### src/rtl/dlx_pkg.sv
// Shared DLX definitions: opcode constants, IF/ID bubble word and resolver FSM encoding.
package dlx_pkg;

  localparam int unsigned XLEN = 32;
  localparam int unsigned OP_W = 6;

  localparam logic [OP_W-1:0] OP_J    = 6'h02;
  localparam logic [OP_W-1:0] OP_JAL  = 6'h03;
  localparam logic [OP_W-1:0] OP_BEQZ = 6'h04;
  localparam logic [OP_W-1:0] OP_BNEZ = 6'h05;
  localparam logic [OP_W-1:0] OP_JR   = 6'h12;
  localparam logic [OP_W-1:0] OP_JALR = 6'h13;

  localparam logic [XLEN-1:0] BUBBLE = 32'h0000_0000;

  typedef enum logic [1:0] {
    RUN    = 2'd0,
    HOLD   = 2'd1,
    SQUASH = 2'd2
  } state_t;

endpackage

### src/rtl/leap_resolve_decode.sv
// Combinational decode of the IF/ID word: control-transfer class, branch outcome and target.
import dlx_pkg::*;

module leap_decode (
  input  logic [0:31] id_instr,
  input  logic [0:31] id_pcplus4,
  input  logic [0:31] rs1_data,
  output logic        is_ctrl,
  output logic        needs_rs1,
  output logic        taken,
  output logic        is_link,
  output logic [0:31] target
);

  logic [OP_W-1:0] opcode;
  logic [XLEN-1:0] off26;
  logic [XLEN-1:0] off16;
  logic            rs1_zero;

  assign opcode   = id_instr[0:5];
  assign off26    = {{6{id_instr[6]}}, id_instr[6:31]};
  assign off16    = {{16{id_instr[16]}}, id_instr[16:31]};
  assign rs1_zero = (rs1_data == '0);

  always_comb begin
    is_ctrl   = 1'b0;
    needs_rs1 = 1'b0;
    taken     = 1'b0;
    is_link   = 1'b0;
    target    = '0;
    case (opcode)
      OP_J, OP_JAL: begin
        is_ctrl = 1'b1;
        taken   = 1'b1;
        is_link = (opcode == OP_JAL);
        target  = id_pcplus4 + off26;
      end
      OP_BEQZ, OP_BNEZ: begin
        is_ctrl   = 1'b1;
        needs_rs1 = 1'b1;
        taken     = (opcode == OP_BEQZ) ? rs1_zero : !rs1_zero;
        target    = id_pcplus4 + off16;
      end
      OP_JR, OP_JALR: begin
        is_ctrl   = 1'b1;
        needs_rs1 = 1'b1;
        taken     = 1'b1;
        is_link   = (opcode == OP_JALR);
        target    = rs1_data;
      end
      default: ;
    endcase
  end

endmodule

### src/rtl/register32.sv
// 32-bit register with write enable and asynchronous active-high clear.
module register32 (
  input  logic        clk,
  input  logic        reset,
  input  logic        write_enable,
  input  logic [0:31] d,
  output logic [0:31] q
);

  always_ff @(posedge clk or posedge reset) begin
    if (reset) begin
      q <= '0;
    end else if (write_enable) begin
      q <= d;
    end
  end

endmodule

### src/rtl/leap_resolve.sv
// ID-stage control-transfer resolver: IF/ID register, redirect/squash/stall FSM,
// link write for JAL/JALR and a saturating taken-leap counter.
import dlx_pkg::*;

module leap_resolve #(
  parameter int unsigned CNT_W = 16
) (
  input  logic             clk,
  input  logic             reset,
  input  logic [0:31]      pcplus4_in,
  input  logic [0:31]      instr_in,
  input  logic [0:31]      rs1_data,
  input  logic             rs1_ready,
  output logic             leap,
  output logic [0:31]      leap_addr,
  output logic             pc_hold,
  output logic [0:31]      id_instr,
  output logic [0:31]      id_pcplus4,
  output logic             id_valid,
  output logic             link_we,
  output logic [0:31]      link_value,
  output logic [0:CNT_W-1] leap_count
);

  state_t      state;
  state_t      next_state;
  logic        is_ctrl;
  logic        needs_rs1;
  logic        taken;
  logic        is_link;
  logic [0:31] target;
  logic        ifid_we;
  logic        load_bubble;
  logic [0:31] instr_d;
  logic [0:31] pcplus4_d;

  leap_decode u_decode (
    .id_instr   (id_instr),
    .id_pcplus4 (id_pcplus4),
    .rs1_data   (rs1_data),
    .is_ctrl    (is_ctrl),
    .needs_rs1  (needs_rs1),
    .taken      (taken),
    .is_link    (is_link),
    .target     (target)
  );

  assign instr_d    = load_bubble ? BUBBLE : instr_in;
  assign pcplus4_d  = load_bubble ? '0 : pcplus4_in;
  assign link_value = id_pcplus4;

  register32 u_ifid_instr (
    .clk          (clk),
    .reset        (reset),
    .write_enable (ifid_we),
    .d            (instr_d),
    .q            (id_instr)
  );

  register32 u_ifid_pcplus4 (
    .clk          (clk),
    .reset        (reset),
    .write_enable (ifid_we),
    .d            (pcplus4_d),
    .q            (id_pcplus4)
  );

  always_ff @(posedge clk or posedge reset) begin
    if (reset) begin
      id_valid <= 1'b0;
    end else if (ifid_we) begin
      id_valid <= !load_bubble;
    end
  end

  always_ff @(posedge clk or posedge reset) begin
    if (reset) begin
      state <= RUN;
    end else begin
      state <= next_state;
    end
  end

  always_ff @(posedge clk or posedge reset) begin
    if (reset) begin
      leap_count <= '0;
    end else if (leap && (leap_count != '1)) begin
      leap_count <= leap_count + CNT_W'(1);
    end
  end

  // HOLD re-resolves every cycle exactly like RUN; a stall always wins over a redirect.
  always_comb begin
    next_state  = state;
    leap        = 1'b0;
    leap_addr   = '0;
    pc_hold     = 1'b0;
    link_we     = 1'b0;
    ifid_we     = 1'b1;
    load_bubble = 1'b0;
    case (state)
      RUN, HOLD: begin
        if (id_valid && needs_rs1 && !rs1_ready) begin
          next_state = HOLD;
          pc_hold    = 1'b1;
          ifid_we    = 1'b0;
        end else if (id_valid && is_ctrl && taken) begin
          next_state  = SQUASH;
          leap        = 1'b1;
          leap_addr   = target;
          link_we     = is_link;
          load_bubble = 1'b1;
        end else begin
          next_state = RUN;
        end
      end
      SQUASH: next_state = RUN;
      default: next_state = RUN;
    endcase
  end

endmodule

### config.mk
export PLATFORM = sky130hd
export DESIGN_NAME = leap_resolve
export DESIGN_NICKNAME = d
export VERILOG_FILES = /design/src/rtl/dlx_pkg.sv /design/src/rtl/leap_resolve_decode.sv /design/src/rtl/register32.sv /design/src/rtl/leap_resolve.sv
export SDC_FILE = /design/constraint.sdc
export NUM_CORES = 1
export LEC_CHECK = 0
export CORE_UTILIZATION = 25
export CTS_BUF_LIST = sky130_fd_sc_hd__clkbuf_2
export CTS_CLUSTER_DIAMETER = 100
export DETAILED_ROUTE_END_ITERATION = 6
export HOLD_SLACK_MARGIN = 0.02
export PLACE_DENSITY = 0.54
export SYNTH_ARGS = -nofsm -noshare
export SYNTH_HDL_FRONTEND = slang
export SYNTH_HIERARCHICAL = 1
export SYNTH_SLANG_ARGS = --single-unit
### constraint.sdc
create_clock -name clk -period 3.9 [get_ports clk]
set_input_delay 0.39 -clock clk [delete_from_list [all_inputs] [get_ports clk]]
set_output_delay 0.39 -clock clk [all_outputs]
set_load 0.1 [all_outputs]
Word-level counts from Yosys, hierarchy flattened

Index checks and enable logic that the tools add are counted.

Shift-type cells: 0
Reduce and logical (&&, ||, !) cells: 17
Add/sub/neg operators: 3
Muxes and demuxes: 24
Div/mod/pow operators: 0
$lt $le $gt $ge: 0
Bitwise operators: 0
Equal/unequal tests: 8
Multipliers: 0

Operators by type and width:

| operator                                                        | count |
|---|---|
| 32-bit two-way mux                                              | 5 |
| 32-bit one-hot mux with 3 select lines                          | 1 |
| 32-bit adder                                                    | 2 |
| 32-bit zero test                                                | 1 |
| 16-bit by 1-bit adder with 16-bit output, second input constant | 1 |
| 16-bit inequality test, second input constant                   | 1 |
| 1-bit two-way mux                                               | 13 |
| 6-bit by 2-bit == test with 1-bit output, second input constant | 2 |
| 6-bit by 3-bit == test with 1-bit output, second input constant | 2 |
| 6-bit by 5-bit == test with 1-bit output, second input constant | 2 |
| 2-bit OR reduction                                              | 4 |
| 4-bit OR reduction                                              | 2 |
| 2-bit two-way mux                                               | 3 |
| 6-bit OR reduction                                              | 1 |
| 1-bit logical AND                                               | 5 |
| 1-bit one-hot mux with 2 select lines                           | 2 |
| 1-bit zero test                                                 | 3 |
| 2-bit by 1-bit == test with 1-bit output, second input constant | 1 |
| 2-bit zero test                                                 | 1 |

Bits in latches: 0
Register bits: 83
Bits in writable memories: 0
Memories: 0
Bits in read-only memories: 0
Input bits: 99
Word-level logic and storage cells: 57
Output and inout port bits: 148

Logic depth before layout (Yosys ltp)

Gate-level depths: netlist (run 1).

Word-level depth: 9
Gate-level depth with buffers: 14
Gate-level depth less buffers: 13

By module

Netlist (run 1), hierarchy kept.

Modules (own cells, without submodules):

| module       | times used | area each (um^2) | cells each |
|---|---|---|---|
| register32   | 2          | 1348.8           | 69 |
| leap_decode  | 1          | 2463.6           | 374 |
| leap_resolve | 1          | 1814.2           | 223 |

Worst setup path after synthesis (run 1)

OpenSTA, ideal clock, no wires.

Path kind: register to output
From: reg u_ifid_instr/q[3] (netlist name)
To: out leap_addr[1] (netlist name)
Data required time: 3510 ps
Cell stages (with the launch flop): 15
Path buffers: 2
Path slack: -994 ps
Arrival time: 4504 ps
Cell sequence: dfrtp_1 nor3b_1 and3_1 clkbuf_1 a21o_1 ha_1 buf_6 a21oi_4 or3b_1 a31oi_2 nor2_1 a211o_1 or4_1 nand3_1 and2_1

Elaborated cells between the ends (all ways): 24
Classes of those cells: 6 x eq/ne; 8 x mux; 10 x reduce/logical

RTL lines:

| what                                                             | line                      | text |
|---|---|---|
| start, declared                                                  | register32.sv:7           | `output logic [0:31] q` |
| start signal, assigned                                           | register32.sv:12          | `q <= '0;` |
| start signal, assigned                                           | register32.sv:14          | `q <= d;` |
| 6-bit by 5-bit == test with 1-bit output (tied with other cells) | leap_resolve_decode.sv:31 | `case (opcode)` |
| 2-bit OR reduction                                               | leap_resolve_decode.sv:31 |  |
| 32-bit one-hot mux with 3 select lines *                         | leap_resolve_decode.sv:31 |  |
| net target, one bit                                              | leap_resolve.sv:31        | `logic [0:31] target;` |
| 32-bit two-way mux *                                             | leap_resolve.sv:107       | `end else if (id_valid && is_ctrl && taken) begin` |
| 32-bit two-way mux *                                             | leap_resolve.sv:103       | `if (id_valid && needs_rs1 && !rs1_ready) begin` |
| 32-bit two-way mux *                                             | leap_resolve.sv:101       | `case (state)` |
| end, declared                                                    | leap_resolve.sv:15        | `output logic [0:31] leap_addr,` |

Mark *: on every way through the listed nets, which the timed path passes. The rest lies on a longest branch.

Final worst setup path (run 1)

From: reg u_ifid_instr/q[1] (netlist name)
To: out leap_addr[0] (netlist name)

Same word-level chain as after synthesis.

==> results of run 1 <==
power by group through the flow:
stage                     Clock (mW)  Combinational, mW  Sequential [mW]
after floorplan                    0              0.708             1.32
after global placement             0               1.49            0.983
after detailed placement           0               1.49            0.984
after CTS                      0.545               1.60            0.973
after global routing           0.584               1.74            0.980
final                          0.508               1.65            0.970
metal layers:
metal | track usage | routed length, microns | share of wire | up-vias
met5 | 0 | 8 | 0.00031 | -
met4 | 0.0439 | 341 | 0.013 | 2
met3 | 0.0386 | 1640 | 0.064 | 17
met2 | 0.292 | 11900 | 0.46 | 191
met1 | 0.243 | 11800 | 0.46 | 3119
li1 | - | - | - | 3109
cell families (layout without fill, tap and decap cells):
| kind of cell | Yosys count | in the layout |
|---|---|---|
| XOR/XNOR | 38 | 38 |
| multiplexers | 70 | 70 |
| other | 0 | 3 |
| AND/OR/NAND/NOR | 270 | 270 |
| flip-flops | 82 | 82 |
| buffers and inverters | 92 | 359 |
| adder cells (fa/ha/maj) | 33 | 33 |
| AO/OA/AOI/OAI | 150 | 150 |
cell type report:
cell class	instances	area (sq um)
fillers	2698	16100
inverters	17	63.8
flip-flops and latches	82	2070
clock buffers	10	50.0
well taps	372	465
diodes	3	7.51
multi-input cells	561	4800
clock inverters	6	73.8
repair buffers	326	3490
worst max-delay path, delay by kind of cell, from the launching register on:
kind	cells	cell delay, ps
adder cells (fa/ha/maj)	1	300
buffers and inverters	3	470
AND/OR/NAND/NOR	7	1410
AO/OA/AOI/OAI	2	650
flip-flops	1	550
final timing paths:
kind                              startpoint  slack (ps)  depth (start not counted)              endpoint
setup / recovery           u_ifid_instr/q[1]        -510                         13          leap_addr[0]
hold / removal                         reset         180                          2         leap_count[0]
setup reg to reg           u_ifid_instr/q[4]        1060                          8    u_ifid_instr/q[19]
hold reg to reg               leap_count[11]         560                          1        leap_count[11]
max in group asynchronous              reset        3050                          2  u_ifid_pcplus4/q[22]
min in group clk                instr_in[31]         440                          3    u_ifid_instr/q[31]
flip-flops by register name, summed over array words and instances, names as in the netlist:
name / cells
u_ifid_instr/q: 32
u_ifid_pcplus4/q: 32
leap_count: 16
id_valid: 1
state: 1
layout by cell type (no fill, tap or decap), types with 12 or more instances in the layout:
cell type | synthesis | final
sky130_fd_sc_hd__clkdlybuf4s50_1 | 0 | 211
sky130_fd_sc_hd__and2_1 | 101 | 87
sky130_fd_sc_hd__dfrtp_1 | 82 | 75
sky130_fd_sc_hd__buf_4 | 32 | 63
sky130_fd_sc_hd__mux2_4 | 61 | 61
sky130_fd_sc_hd__nand2_1 | 47 | 41
sky130_fd_sc_hd__buf_12 | 6 | 37
sky130_fd_sc_hd__a21o_1 | 29 | 29
sky130_fd_sc_hd__o21ai_0 | 36 | 23
sky130_fd_sc_hd__a21oi_1 | 35 | 23
sky130_fd_sc_hd__nand4_1 | 20 | 20
sky130_fd_sc_hd__xnor2_1 | 19 | 19
sky130_fd_sc_hd__xor2_1 | 19 | 18
sky130_fd_sc_hd__ha_1 | 32 | 17
sky130_fd_sc_hd__nor2_1 | 18 | 16
sky130_fd_sc_hd__inv_1 | 17 | 15
sky130_fd_sc_hd__nand3_1 | 17 | 15
sky130_fd_sc_hd__buf_6 | 4 | 15
sky130_fd_sc_hd__nor4_1 | 14 | 13
sky130_fd_sc_hd__ha_4 | 0 | 12
metrics by stage:
step           setup TNS (ps)  worst slack, ps
2_1_floorplan            -130             -130
3_3_place_gp                0             62.2
3_5_place_dp                0             15.7
4_1_cts                 -5620             -638
5_1_grt                 -8360             -738
6_report                -4360             -513
repair_timing:
item / 4_1_cts / 5_1_grt
setup endpoints to repair: 19 / 19
pin swaps: 47 / 30
hold buffers: 0 / 0
gates resized for setup: 83 / 30
buffers inserted: 16 / 14
==> flow_metrics.env, run 1 <==
export IMPL_drt_wl_total_mm=25.7
export IMPL_synthMuxAreaShare=0.145
export IMPL_timing_critical_path_slowest_stage_cell="sky130_fd_sc_hd__dfrtp_4"
export IMPL_groute_usage_overall=0.180
export IMPL_clockPowerShare=0.162
export IMPL_violations_in_the_final_reports="negative setup slack"
export IMPL_synthesis_nets=867
export IMPL_post_place_cells=1331
export IMPL_arrival_ps=4020
export IMPL_synth_xor_xnor_area_share=0.0477
export IMPL_hpwl_mm=19.7
export IMPL_final_routed_wire_length_divided_by_cell_count_microns=18.7
export IMPL_ir_worst_vdd_mv=0.149
export IMPL_status="finished with violations"
export IMPL_worst_ep_required_time_ps=3510
export IMPL_grt_antenna_before_repair=3
export IMPL_grt_max_degree=76
export IMPL_report_power_total_mw=3.13
export IMPL_clock_latency_ps=630
export IMPL_timing_final_setup_violations=14
export IMPL_die_width_microns=169
export IMPL_worstSetupEndpointType="output port"
export IMPL_floorplan_io_pins=247
export IMPL_setup_worst_path_class="flop to output port"
export IMPL_floorplan_initialDensity=0.257
export IMPL_finalNonFillerCells=1377
export IMPL_synthesis_yosys_warnings=6
export IMPL_adder_cell_share_of_the_synthesized_area=0.0603
export IMPL_tightestPinTransition_ps=1030
export IMPL_htree_num_levels=3
export IMPL_io_buffer_count=246
export IMPL_max_stage_delay_ps=550
export IMPL_num_rows=60
export IMPL_cell_internal_pwr_mw=1.69
export IMPL_post_route_util=0.406
export IMPL_drc=0
export IMPL_design_die_area_sq_mm=0.0286
export IMPL_synth_enable_flop_cells=0
export IMPL_detail_route_first_pass_iterations=5
export IMPL_drv_slew=0
export IMPL_switching_share_of_total_power=0.461
export IMPL_synth_common_cells="sky130_fd_sc_hd__and2_1, sky130_fd_sc_hd__dfrtp_1, sky130_fd_sc_hd__mux2_4"
export IMPL_synth_top_flop_cell="sky130_fd_sc_hd__dfrtp_1"
export IMPL_remaining_global_route_overflow=0
export IMPL_grt_first_pass_wirelength_mm=38.9
export IMPL_number_of_global_route_vias_before_repair=6286
export IMPL_power_share_sequential=0.310
export IMPL_synthesis_stage_register_bit_count=82
export IMPL_asyncSetResetFlopFracSynth=1.00
export IMPL_final_min_clock_period_ps=4410
export IMPL_number_of_buffers_created_by_cts=9
export IMPL_clock_fmax_ghz=0.227
export IMPL_power_per_cell_area_mw_per_mm2=284
export IMPL_finalClockSkew_ps=55.9
export IMPL_synth_most_common_cell="sky130_fd_sc_hd__and2_1"
export IMPL_cap_violations=0
export IMPL_placement_cell_area_sq_mm=0.0102
export IMPL_route_vias_total=6438
export IMPL_total_leakage_power_nw=4.79
export IMPL_timing_max_slew_rel_slack=0.312
export IMPL_synth_area_sq_mm=0.00698
export IMPL_clock_tree_from_tritoncts="built"
export IMPL_layout_drive_gt1_share=0.292
export IMPL_timing_hold_worst_class="input port to async pin"
export IMPL_synth_simple_gate_area_frac=0.222
export IMPL_syn_inst=735
export IMPL_design_core_area_sq_mm=0.0272
export IMPL_netSwitchingPower_mw=1.44
export IMPL_antenna_violating_nets_post_route=0
export IMPL_part_of_the_cycle_the_worst_path_needs=1.13
export IMPL_rsz0062_at_grt="true"
export IMPL_seq_area_frac_synth=0.294
export IMPL_synth_largest_area_cell="sky130_fd_sc_hd__dfrtp_1"
export IMPL_worstPathMaxFanout=5
export IMPL_start_kind="flop"
export IMPL_part_of_the_power_in_combinational_logic=0.527
export IMPL_clock_path_buffers=2
export IMPL_final_standard_cell_area_without_fillers_sq_mm=0.0110
export IMPL_netlist_cell_type_count=66
export IMPL_clock_sinks=82
export IMPL_syn2layout_area_growth_pct=58.1
export IMPL_synth_area_per_cell_sq_um=9.49
export IMPL_cts_root_buffer="sky130_fd_sc_hd__clkbuf_2"
export IMPL_layout_setup_ws_ps=-513
export IMPL_nNetsFinal=1129
export IMPL_vias_per_cell=4.68
export IMPL_synthTopCellsByArea="sky130_fd_sc_hd__dfrtp_1, sky130_fd_sc_hd__mux2_4, sky130_fd_sc_hd__and2_1"
export IMPL_cts_clk_slew_worst_paths_ps=290
export IMPL_whs_ps=182
export IMPL_finalHoldViolCount=0
export IMPL_path_cells="nor3b_4, nand2_2, buf_4, a21o_1, ha_4, buf_4, nand4_1, a2111o_1, and3_4, or4_4, nand4_1, and2_4, buf_12"
export IMPL_initialDrtViolationCount=298
export IMPL_area_fraction_in_compound_gates_after_synthesis=0.144
export IMPL_yosysTopAreaCellShare=0.294
export IMPL_largest_family_of_logic_cells_by_synthesized_area="simple AND/OR/NAND/NOR gates"
export IMPL_globalplace_congestion=0.921
export IMPL_fp_dieH_microns=169
(Power assumes the default switching activity.)
==> run 2, diff against run 1 <==
==> constraint.sdc (replaced) <==
create_clock -name clk -period 4.78 [get_ports clk]
set_input_delay 0.478 -clock clk [delete_from_list [all_inputs] [get_ports clk]]
set_output_delay 0.478 -clock clk [all_outputs]
set_load 0.05 [all_outputs]
==> flow_metrics.env, run 2 (same netlist as run 1, synthesis figures left out) <==
export IMPL_num_rows=60
export IMPL_part_of_the_power_in_combinational_logic=0.432
export IMPL_vias_per_cell=4.63
export IMPL_clock_latency_ps=640
export IMPL_worstPathMaxFanout=7
export IMPL_netSwitchingPower_mw=0.915
export IMPL_syn2layout_area_growth_pct=46.4
export IMPL_initialDrtViolationCount=326
export IMPL_cell_internal_pwr_mw=1.34
export IMPL_globalplace_congestion=0.862
export IMPL_num_fill_cells=2832
export IMPL_htree_num_levels=3
export IMPL_floorplan_initialDensity=0.257
export IMPL_groute_usage_overall=0.173
export IMPL_clock_path_buffers=2
export IMPL_clock_fmax_ghz=0.218
export IMPL_cts_root_buffer="sky130_fd_sc_hd__clkbuf_2"
export IMPL_part_of_the_cycle_the_worst_path_needs=0.960
export IMPL_final_min_clock_period_ps=4590
export IMPL_number_of_global_route_vias_before_repair=6013
export IMPL_clockPowerShare=0.217
export IMPL_power_per_cell_area_mw_per_mm2=220
export IMPL_grt_antenna_before_repair=4
export IMPL_die_width_microns=169
export IMPL_final_routed_wire_length_divided_by_cell_count_microns=18.8
export IMPL_antenna_violating_nets_post_route=0
export IMPL_timing_max_slew_rel_slack=0.362
export IMPL_worstSetupEndpointType="output port"
export IMPL_layout_cells_most_common_list="sky130_fd_sc_hd__clkdlybuf4s50_1, sky130_fd_sc_hd__and2_1, sky130_fd_sc_hd__dfrtp_1, sky130_fd_sc_hd__mux2_4, sky130_fd_sc_hd__nand2_1"
export IMPL_path_cells="nor3b_4, nand2_4, buf_6, a21o_1, ha_4, a21oi_4, or3b_4, a31oi_4, nor2_1, a211o_1, or4_1, nand3_1, and2_4, buf_12"
export IMPL_cap_violations=0
export IMPL_rsz0062_at_grt="true"
export IMPL_cts_clk_slew_worst_paths_ps=320
export IMPL_fp_dieH_microns=169
export IMPL_finalClockSkew_ps=73.9
export IMPL_drc=0
export IMPL_post_place_cells=1288
export IMPL_total_leakage_power_nw=4.47
export IMPL_clock_sinks=82
export IMPL_design_die_area_sq_mm=0.0286
export IMPL_final_standard_cell_area_without_fillers_sq_mm=0.0102
export IMPL_remaining_global_route_overflow=0
export IMPL_status="completed"
export IMPL_floorplan_io_pins=247
export IMPL_start_kind="flop"
export IMPL_number_of_buffers_created_by_cts=9
export IMPL_timing_final_setup_violations=0
export IMPL_ir_worst_vdd_mv=0.0857
export IMPL_worst_ep_required_time_ps=4300
export IMPL_hpwl_mm=19.2
export IMPL_nNetsFinal=1076
export IMPL_arrival_ps=4110
export IMPL_power_share_sequential=0.351
export IMPL_setup_worst_path_class="flop to output port"
export IMPL_worstRegToRegCells=8
export IMPL_tightestPinTransition_ps=957
export IMPL_finalNonFillerCells=1324
export IMPL_placement_cell_area_sq_mm=0.00981
export IMPL_timing_hold_worst_class="input port to flop"
export IMPL_route_vias_total=6136
export IMPL_layout_drive_gt1_share=0.188
export IMPL_io_buffer_count=246
export IMPL_most_frequent_standard_cell_in_the_layout_excluding_fill_and_tap_cells="sky130_fd_sc_hd__clkdlybuf4s50_1"
export IMPL_switching_share_of_total_power=0.406
export IMPL_timing_critical_path_slowest_stage_cell="sky130_fd_sc_hd__dfrtp_2"
export IMPL_grt_first_pass_wirelength_mm=37.4
export IMPL_drt_wl_total_mm=24.9
export IMPL_post_route_util=0.376
export IMPL_drv_slew=0
export IMPL_clock_tree_from_tritoncts="built"
export IMPL_detail_route_first_pass_iterations=4
export IMPL_finalHoldViolCount=0
export IMPL_design_core_area_sq_mm=0.0272
export IMPL_top_regs="u_ifid_instr/q x32, u_ifid_pcplus4/q x32, leap_count x16"
export IMPL_max_stage_delay_ps=500
export IMPL_grt_max_degree=76
export IMPL_hold_path_cell_count=3
## run 2: cell count changes in the layout (fill, tap and decap cells not counted), moves of 5 or more
cell,delta
sky130_fd_sc_hd__and2_4,-5
sky130_fd_sc_hd__o21ai_0,+13
sky130_fd_sc_hd__dfrtp_4,-5
sky130_fd_sc_hd__o21ai_1,-11
sky130_fd_sc_hd__ha_4,-9
sky130_fd_sc_hd__a21oi_4,-6
sky130_fd_sc_hd__and2_2,-7
sky130_fd_sc_hd__a21oi_1,+11
sky130_fd_sc_hd__and2_1,+12
sky130_fd_sc_hd__dfrtp_1,+5
sky130_fd_sc_hd__buf_6,-14
sky130_fd_sc_hd__buf_4,-39
sky130_fd_sc_hd__a21oi_2,-5
sky130_fd_sc_hd__ha_1,+7
## run 2: worst max-delay path, delay by kind of cell (launching register included)
kind                     cells  cell delay, ps
AO/OA/AOI/OAI                4             810
adder cells (fa/ha/maj)      1             270
buffers and inverters        2             290
flip-flops                   1             500
AND/OR/NAND/NOR              7            1620
## run 2: area by class of cell
cell class,count,area (sq um),share of cell area
antenna,3,7.51,0.000735
clock buffer,9,45.0,0.00441
clock inverter,7,106,0.0104
inverter,17,63.8,0.00625
multi-input combinational,561,4450,0.435
sequential,82,2050,0.201
tap,372,465,0.0456
timing repair buffer,273,3020,0.296
## run 2: path summary, 6_finish.rpt
check                                   from                   end  slack, ps
max                        u_ifid_instr/q[4]          leap_addr[1]        190
min                             instr_in[31]    u_ifid_instr/q[31]        520
max reg2reg                u_ifid_instr/q[4]  u_ifid_pcplus4/q[19]       1800
min reg2reg                    leap_count[0]         leap_count[0]        570
max in group asynchronous              reset  u_ifid_pcplus4/q[18]       3260
min in group asynchronous              reset     u_ifid_instr/q[7]        620
## run 2: per-stage QoR
step                      hold slack, ps  power [mW]  setup WS (ps)  TNS, ps
final                                522        2.25            193        0
after global routing                 472        2.38          -26.3    -26.3
after global placement               527        1.74            522        0
after floorplan                      417        1.43            454        0
after CTS                            458        2.25           6.39        0
after detailed placement             537        1.74            389        0
## run 2: layer usage
| layer | vias up | track usage | share of wire |
|---|---|---|---|
| li1 | 3003 | - | - |
| met1 | 2914 | 0.238 | 0.47 |
| met2 | 196 | 0.273 | 0.45 |
| met3 | 21 | 0.0421 | 0.067 |
| met4 | 2 | 0.0392 | 0.012 |
| met5 | - | 0 | 0.00048 |
## run 2: timing repair
action,4_1_cts,5_1_grt
pin swaps,0,7
buffers inserted,1,15
gates resized for setup,12,20
hold buffers,1,0
endpoints found under the setup margin,7,3
endpoints found under the hold margin,2,0
## run 2: power by group through the flow
| stage | sequential [mW] | clock [mW] | combinational (mW) |
|---|---|---|---|
| after floorplan | 0.924 | 0 | 0.505 |
| after global placement | 0.802 | 0 | 0.936 |
| after detailed placement | 0.802 | 0 | 0.935 |
| after CTS | 0.793 | 0.516 | 0.946 |
| after global routing | 0.800 | 0.541 | 1.04 |
| final | 0.791 | 0.489 | 0.971 |
==> run 3, diff against run 2 <==
==> constraint.sdc (replaced) <==
create_clock -name clk -period 4.78 [get_ports clk]
set_input_delay 0.956 -clock clk [delete_from_list [all_inputs] [get_ports clk]]
set_output_delay 0.956 -clock clk [all_outputs]
set_load 0.05 [all_outputs]
==> flow_metrics.env, run 3 (same netlist as run 1, synthesis figures left out) <==
export IMPL_top_regs="u_ifid_instr/q x32, u_ifid_pcplus4/q x32, leap_count x16"
export IMPL_clock_latency_ps=630
export IMPL_worstPathMaxFanout=5
export IMPL_design_core_area_sq_mm=0.0272
export IMPL_finalClockSkew_ps=50.7
export IMPL_vias_per_cell=4.66
export IMPL_floorplan_io_pins=247
export IMPL_most_frequent_standard_cell_in_the_layout_excluding_fill_and_tap_cells="sky130_fd_sc_hd__clkdlybuf4s50_1"
export IMPL_die_width_microns=169
export IMPL_status="finished with violations"
export IMPL_tightestPinTransition_ps=869
export IMPL_final_routed_wire_length_divided_by_cell_count_microns=18.7
export IMPL_power_per_cell_area_mw_per_mm2=219
export IMPL_fp_dieH_microns=169
export IMPL_arrival_ps=3950
export IMPL_num_rows=60
export IMPL_drv_slew=0
export IMPL_power_share_sequential=0.339
export IMPL_globalplace_congestion=0.868
export IMPL_cts_clk_slew_worst_paths_ps=290
export IMPL_detail_route_first_pass_iterations=4
export IMPL_final_min_clock_period_ps=4910
export IMPL_cts_root_buffer="sky130_fd_sc_hd__clkbuf_2"
export IMPL_drc=0
export IMPL_finalNonFillerCells=1343
export IMPL_layout_cells_most_common_list="sky130_fd_sc_hd__clkdlybuf4s50_1, sky130_fd_sc_hd__and2_1, sky130_fd_sc_hd__dfrtp_1, sky130_fd_sc_hd__mux2_4, sky130_fd_sc_hd__buf_4"
export IMPL_worstSetupEndpointType="output port"
export IMPL_rsz0062_at_grt="true"
export IMPL_initialDrtViolationCount=337
export IMPL_post_place_cells=1301
export IMPL_floorplan_initialDensity=0.257
export IMPL_cell_internal_pwr_mw=1.39
export IMPL_drt_wl_total_mm=25.1
export IMPL_grt_first_pass_wirelength_mm=37.8
export IMPL_design_die_area_sq_mm=0.0286
export IMPL_hpwl_mm=19.5
export IMPL_groute_usage_overall=0.175
export IMPL_route_vias_total=6264
export IMPL_htree_num_levels=3
export IMPL_layout_setup_ws_ps=-128
export IMPL_clock_sinks=82
export IMPL_worst_ep_required_time_ps=3820
export IMPL_timing_final_setup_violations=3
export IMPL_part_of_the_cycle_the_worst_path_needs=1.03
export IMPL_clock_tree_from_tritoncts="built"
export IMPL_cap_violations=0
export IMPL_antenna_violating_nets_post_route=0
export IMPL_timing_hold_worst_class="input port to async pin"
export IMPL_netSwitchingPower_mw=0.941
export IMPL_syn2layout_area_growth_pct=52.3
export IMPL_whs_ps=517
export IMPL_violations_in_the_final_reports="negative setup slack"
export IMPL_finalHoldViolCount=0
export IMPL_part_of_the_power_in_combinational_logic=0.451
export IMPL_grt_max_degree=76
export IMPL_total_leakage_power_nw=4.59
export IMPL_number_of_buffers_created_by_cts=9
export IMPL_switching_share_of_total_power=0.404
export IMPL_cts_hold_buf=0
export IMPL_layout_drive_gt1_share=0.243
export IMPL_num_fill_cells=2800
export IMPL_report_power_total_mw=2.33
export IMPL_ir_worst_vdd_mv=0.0953
export IMPL_io_buffer_count=246
export IMPL_clock_path_buffers=2
export IMPL_clockPowerShare=0.210
export IMPL_clock_fmax_ghz=0.204
export IMPL_timing_max_slew_rel_slack=0.421
export IMPL_nNetsFinal=1096
export IMPL_number_of_global_route_vias_before_repair=6265
export IMPL_grt_antenna_before_repair=3
export IMPL_remaining_global_route_overflow=0
export IMPL_start_kind="flop"
export IMPL_setup_worst_path_class="flop to output port"
run 3: power groups by stage:
stage | Sequential [mW] | Combinational (mW) | Clock [mW]
final | 0.791 | 1.05 | 0.489
after CTS | 0.793 | 1.02 | 0.516
after detailed placement | 0.802 | 0.943 | 0
after global routing | 0.800 | 1.12 | 0.544
after floorplan | 0.924 | 0.505 | 0
after global placement | 0.802 | 0.947 | 0
run 3: routing by layer:
metal	GRT usage	vias to the layer above	share of wire
met5	0	-	0
met4	0.0380	0	0.0096
met3	0.0374	10	0.064
met2	0.282	192	0.46
met1	0.239	3018	0.46
li1	-	3044	-
run 3: final timing paths:
check,start,end,slack [ps],cells after the start
hold reg to reg,leap_count[11],leap_count[11],560,1
max in group asynchronous,reset,u_ifid_pcplus4/q[18],3390,3
hold / removal,reset,u_ifid_instr/q[6],520,2
setup reg to reg,u_ifid_instr/q[4],u_ifid_instr/q[19],1740,9
setup / recovery,u_ifid_instr/q[4],leap_addr[1],-130,14
min in group clk,leap_count[11],leap_count[11],560,1
run 3: per-stage QoR:
stage                util  setup TNS [ps]  instance area, sq um  setup WS, ps
floorplan               -               0                  6980          32.5
global placement    0.364               0                  9900           211
detailed placement  0.364               0                  9900           179
CTS                 0.385            -399                 10500          -187
global route        0.391           -1600                 10600          -313
finish              0.391            -174                 10600          -128
run 3: layout make-up:
class	instances	area [sq um]	area share
flip-flops and latches	82	2060	0.193
multi-input cells	561	4700	0.442
clock buffers	9	45.0	0.00424
well taps	372	465	0.0438
diodes	2	5.00	0.000471
inverters	17	63.8	0.00601
clock inverters	7	106	0.0100
repair buffers	293	3180	0.300
run 3: what timing repair did:
action	in CTS	in global routing
endpoints found under the setup margin	15	16
setup buffers	20	4
resized for setup	58	27
gates cloned	0	0
pin swaps	22	21
run 3: worst max-delay path, stage by stage, from the launching register on:
cell and delay (ps):
sky130_fd_sc_hd__dfrtp_1 460, sky130_fd_sc_hd__nor3b_2 260, sky130_fd_sc_hd__nand2_2 170, sky130_fd_sc_hd__buf_6 160
sky130_fd_sc_hd__a21o_1 170, sky130_fd_sc_hd__ha_4 170, sky130_fd_sc_hd__a21oi_4 110, sky130_fd_sc_hd__or3b_4 400
sky130_fd_sc_hd__a31oi_4 170, sky130_fd_sc_hd__nor2_2 50, sky130_fd_sc_hd__a211o_1 320, sky130_fd_sc_hd__or4_1 520
sky130_fd_sc_hd__nand3_1 80, sky130_fd_sc_hd__and2_4 150, sky130_fd_sc_hd__buf_12 130
